$ cat src/rtl/ifcfg_loader.sv
// Configuration loader: pulls a header plus four words per layer from a valid/ready
// stream into a per-layer register file and presents the active layer to the control unit.
module ifcfg_loader #(
    parameter int IF_WIDTH        = 32,
    parameter int NUM_LAYER       = 16,
    parameter int WORDS_PER_LAYER = 4
) (
    input  logic                                clk,
    input  logic                                rst_n,
    input  logic                                CFG_Req,
    input  logic [IF_WIDTH-1:0]                 IF_Dat,
    input  logic                                IF_DatVld,
    output logic                                IF_DatRdy,
    output logic                                IFCFG_RdDone,
    output logic                                IFCFG_Val,
    input  logic                                Rst_Layer,
    output logic [$clog2(NUM_LAYER)-1:0]        CFG_LayIdx,
    output logic [WORDS_PER_LAYER*IF_WIDTH-1:0] CFG_Dat,
    output logic                                CFG_LastLay,
    output logic                                CFG_Err
);

    localparam int LW = $clog2(NUM_LAYER);
    localparam int NW = LW + 1;                     // holds a layer count up to NUM_LAYER
    localparam int CW = $clog2(4 * NUM_LAYER) + 1;  // word counter

    typedef enum logic [2:0] {IDLE, HDR, LOAD, DONE, HOLD} state_t;

    state_t state_q, state_d;

    logic [CW-1:0]       cnt_q;
    logic [NW-1:0]       nlay_q;
    logic [LW-1:0]       idx_q;
    logic                first_q;
    logic                val_q;
    logic                err_q;

    logic [7:0]          hdr_n;
    logic [NW-1:0]       hdr_cnt;
    logic                hdr_err;
    logic                last_word;
    logic                last_lay;
    logic                start;

    logic [IF_WIDTH-1:0] regfile [NUM_LAYER][WORDS_PER_LAYER];

    // NOTE: sequential state uses non-blocking assignments so every register samples pre-edge values.
    always_ff @(posedge clk or negedge rst_n) begin
        if (!rst_n) state_q <= IDLE;
        else        state_q <= state_d;
    end

    assign last_word = (cnt_q == ({nlay_q, 2'b00} - CW'(1)));

    // NOTE: defaults at the top of every always_comb keep each path assigned, so no latches.
    always_comb begin
        state_d = state_q;
        unique case (state_q)
            IDLE:    if (CFG_Req)                 state_d = HDR;
            HDR:     if (IF_DatVld)               state_d = LOAD;
            LOAD:    if (IF_DatVld && last_word)  state_d = DONE;
            DONE:                                 state_d = HOLD;
            HOLD:    if (!CFG_Req)                state_d = IDLE;
            default:                              state_d = IDLE;
        endcase
    end

    always_comb begin
        IF_DatRdy    = 1'b0;
        IFCFG_RdDone = 1'b0;
        unique case (state_q)
            HDR, LOAD: IF_DatRdy    = 1'b1;
            DONE:      IFCFG_RdDone = 1'b1;
            default:   ;
        endcase
    end

    // Header layer count is clamped into 1..NUM_LAYER; out-of-range values flag an error.
    assign hdr_n = IF_Dat[7:0];
    always_comb begin
        hdr_err = 1'b0;
        hdr_cnt = NW'(hdr_n);
        if (hdr_n == 8'd0) begin
            hdr_err = 1'b1;
            hdr_cnt = NW'(1);
        end else if (int'(hdr_n) > NUM_LAYER) begin
            hdr_err = 1'b1;
            hdr_cnt = NW'(NUM_LAYER);
        end
    end

    assign start    = (state_q == IDLE) && CFG_Req;
    assign last_lay = ({1'b0, idx_q} == (nlay_q - NW'(1)));

    always_ff @(posedge clk or negedge rst_n) begin
        if (!rst_n) begin
            cnt_q   <= '0;
            nlay_q  <= NW'(1);
            idx_q   <= '0;
            first_q <= 1'b0;
            val_q   <= 1'b0;
            err_q   <= 1'b0;
        end else begin
            if (start) begin
                cnt_q   <= '0;
                idx_q   <= '0;
                first_q <= 1'b0;
                val_q   <= 1'b0;
                err_q   <= 1'b0;
            end else if (val_q && Rst_Layer) begin
                // First pulse after a load selects layer 0 without advancing.
                if (!first_q)      first_q <= 1'b1;
                else if (last_lay) idx_q   <= '0;
                else               idx_q   <= idx_q + LW'(1);
            end
            if (state_q == HDR && IF_DatVld) begin
                nlay_q <= hdr_cnt;
                err_q  <= hdr_err;
            end
            if (state_q == LOAD && IF_DatVld) begin
                cnt_q <= cnt_q + CW'(1);
                if (last_word) val_q <= 1'b1;
            end
        end
    end

    // NOTE: the register file has no reset; IFCFG_Val qualifies its contents.
    always_ff @(posedge clk) begin
        if (state_q == LOAD && IF_DatVld)
            regfile[cnt_q[CW-2:2]][cnt_q[1:0]] <= IF_Dat;
    end

    always_comb begin
        CFG_Dat = '0;
        for (int j = 0; j < WORDS_PER_LAYER; j++)
            CFG_Dat[j*IF_WIDTH +: IF_WIDTH] = regfile[idx_q][j];
    end

    assign CFG_LayIdx  = idx_q;
    assign CFG_LastLay = last_lay;
    assign IFCFG_Val   = val_q;
    assign CFG_Err     = err_q;

endmodule

$ cat config.mk
export PLATFORM = sky130hd
export DESIGN_NAME = ifcfg_loader
export DESIGN_NICKNAME = d
export VERILOG_FILES = /design/src/rtl/ifcfg_loader.sv
export SDC_FILE = /design/constraint.sdc
export NUM_CORES = 2
export LEC_CHECK = 0
export BUFFER_PORTS_ARGS = -buffer_cell sky130_fd_sc_hd__buf_2
export CORE_UTILIZATION = 49
export DETAILED_ROUTE_END_ITERATION = 16
export SETUP_SLACK_MARGIN = 0.4
export SLEW_MARGIN = 20
export SYNTH_ARGS = -nofsm -noshare
export SYNTH_HDL_FRONTEND = slang
export SYNTH_SLANG_ARGS = --single-unit
$ cat constraint.sdc
create_clock -name clk -period 4.16 [get_ports clk]
set_input_delay 0.416 -clock clk [delete_from_list [all_inputs] [get_ports clk]]
set_output_delay 0.416 -clock clk [all_outputs]
set_load 0.02 [all_outputs]
==> run_results.csv <==
group,metric,value,unit
sta,rsz0062_at_grt,"false",
floorplan,fp-row-count,147,
drt,drtIter0Drc,3998,
cts,cts_root_buf,"clkbuf_16",
power,swShare,20.5,%
drt,drt_first_pass_iters,5,
drt,via_per_inst,6.08,
placed_design,place.gp.congestion,0.785,
worst_setup_path,rr_worst_depth,7,
floorplan,initial_core_util,49.5,%
floorplan,die_h,405,microns
floorplan,fp.dieArea,164000,sq um
power,power.switching,8.71,mW
power,cellLeakagePower,27.9,nW
floorplan,io_pins,174,
worst_setup_path,cp_max_fo,44,
drt,wirelength,205000,microns
synthesis,synthCells,4032,
sta,tns,0,ns
cts,cts.sinks,2070,
drt,vias,40900,
finish,drive_gt1_share,24.5,%
worst_setup_path,r2r_start,"state_q[0]",
finish,area_growth,14.8,%
grt,grt_pass1_wl,292000,microns
sta,period_needed,3.60,ns
sta,finalHoldViolCount,0,
cts,cts_tree,"built",
job,cap_viol_max_count,0,
finish,final_common_cell,"edfxtp_1",
worst_setup_path,critPathCapture,"CFG_Dat[76]",
synthesis,synthesis.nets,4075,
grt,first_global_vias,40800,
floorplan,core_region_area,161000,sq um
floorplan,dieWidth,405,microns
power,clockPowerShare,42.8,%
synthesis,avgSynthCellArea,19.8,sq um
worst_setup_path,critPathKind,"reg2out",
synthesis,async_reset_ff_share,1.06,%
worst_setup_path,required,3.74,ns
finish,stdcell_count,6728,
finish,final_util,56.8,%
worst_setup_path,r2r_slack,1.10,ns
worst_setup_path,setup.worst_path.start_class,"flip-flop",
synthesis,netlist_area,79700,sq um
finish,final_cell_mix,"edfxtp_1, mux2i_1, o21ai_0",
sta,max_freq,278,MHz
sta,slew_viol_final,0,
sta,setup_viol,0,
cts,path_clk_slew,0.06,ns
placed_design,portBuffers,173,
synthesis,synth_edf_count,2048,
worst_setup_path,cp_data_arrival_time,3.18,ns
grt,antenna_found_initial,14,
grt,grt_max_degree,91,
cts,cts_inserted_buffers,207,
placed_design,dp_cells,6331,
power,ir_worst_vdd,0.465,mV
worst_hold_path,hp-class,"in2reg",
grt,overflow,0,
synthesis,ys_warn_count,0,
synthesis,synthDistinctLibCells,44,
grt,grt.total_usage,25.0,%
synthesis,synthFlopType,"edfxtp_1",
sta,relSlewSlack,30.5,%
sta,skew,0.0199,ns
power,combPwrFrac,2.7,%
placed_design,dp_hpwl,111000,microns
worst_setup_path,end_kind,"primary output",
drt,wl_per_cell,30.5,microns
finish,filler_cell_count,12100,
cts,htreeDepth,4,
power,power_density,464,nW/um^2
power,p_int,33.7,mW
worst_setup_path,critPathLaunch,"CFG_LayIdx[2]",
outcome,outcome,"completed",
cts,clockBufferDepth,3,
sta,worst_pin_slew,1.04,ns
cts,clk-insertion-delay-late,0.83,ns
synthesis,ys_ff_latch,2070,
finish,finalNetCount,4438,
drt,drc_errors,0,
drt,drtAntennaViolNets,0,
sta,min_period_over_period,86.5,%
power,power_frac_seq,54.5,%
synthesis,synth-seq-area-share,77.8,%
worst_setup_path,reg2reg_to,"regfile[14][79]",
synth_stat cells (11+ instances only):
| cell type | number | area (sq um) |
|---|---|---|
| a21oi_1 | 133 | 666 |
| a221oi_1 | 128 | 1120 |
| a22oi_1 | 128 | 961 |
| buf_2 | 74 | 370 |
| buf_4 | 23 | 173 |
| clkbuf_1 | 125 | 469 |
| dfrtp_1 | 21 | 526 |
| edfxtp_1 | 2048 | 61500 |
| mux2_2 | 129 | 1450 |
| mux2i_1 | 387 | 3870 |
| mux4_2 | 256 | 5770 |
| nand2_1 | 149 | 559 |
| nand3_1 | 14 | 70.1 |
| nor2_1 | 78 | 293 |
| o21ai_0 | 259 | 1300 |
| xnor2_1 | 11 | 96.3 |
flip-flops by register name, summed over array words and instances (netlist names):
name        count
CFG_Err         1
CFG_LayIdx      4
IFCFG_Val       1
cnt_q           7
first_q         1
nlay_q          5
regfile      2048
state_q         3
routing by layer:
layer	routed length [microns]	global-route usage (%)
met5	9	0
met3	13700	3.61
met2	98700	40.1
met1	88800	36.3
met4	3980	5.87
stage by stage:
stage | area, sq um | hold WS, ns | setup slack, ns | power, mW
floorplan | 79700 | 0.120 | 0.974 | 24.0
global placement | 84600 | 0.435 | 1.02 | 24.7
detailed placement | 84600 | 0.433 | 1.10 | 24.7
CTS | 91400 | 0.0388 | 0.394 | 42.7
global route | 91500 | 0.0174 | 0.430 | 43.5
finish | 91500 | 0.0499 | 0.561 | 42.4
cell families after synthesis:
logic type | synth area share, %
AOI/OAI and AO/OA | 5.27
xor gates and xnor gates | 0.154
adders and majority gates | 0.0942
buffers and inverters | 1.34
DFF | 77.8
muxes | 13.9
and+or+nand+nor | 1.38
power groups by stage:
stage | Combinational (mW) | Sequential (mW) | Clock [mW]
finish | 1.16 | 23.1 | 18.1
CTS | 1.16 | 23.1 | 18.4
floorplan | 0.427 | 23.5 | 0
global route | 1.24 | 23.1 | 19.2
global placement | 1.13 | 23.5 | 0
detailed placement | 1.15 | 23.5 | 0
layout make-up:
type	instances	area, sq um	share of cell area, %
clock inverter	120	1100	1.20
sequential	2070	62100	67.8
multi-input combinational	1727	17100	18.7
tap	2160	2700	2.95
inverter	6	22.5	0.0246
clock buffer	261	5470	5.98
timing repair buffer	383	3000	3.28
antenna	1	2.50	0.00274
critical path: stages, from the launching register on:
cell and delay, ns:
dfrtp_4 0.58, nor2b_4 0.25, buf_4 0.57, a221oi_1 0.28
a22oi_1 0.22, nand2_1 0.21, buf_2 0.22
worst min-delay path by stage:
| stage | startpoint | endpoint | slack, ns | cells after the start |
|---|---|---|---|---|
| after floorplan | rst_n | CFG_Err | 0.12 | 0 |
| after global placement | rst_n | CFG_Err | 0.43 | 1 |
| after detailed placement | rst_n | CFG_Err | 0.43 | 1 |
| after CTS | IF_Dat[27] | regfile[9][91] | 0.04 | 1 |
| after global routing | IF_Dat[9] | regfile[12][73] | 0.02 | 1 |
| final | IF_Dat[9] | regfile[12][73] | 0.05 | 1 |
what timing repair did:
item | CTS | global route
hold endpoints to repair | 67 | 0
buffers inserted | 6 | 2
endpoints found under the setup margin | 117 | 15
pin swaps | 0 | 0
hold buffers | 6 | 0
resized for setup | 4 | 0
Note: power is estimated with default switching activity, not from simulation.
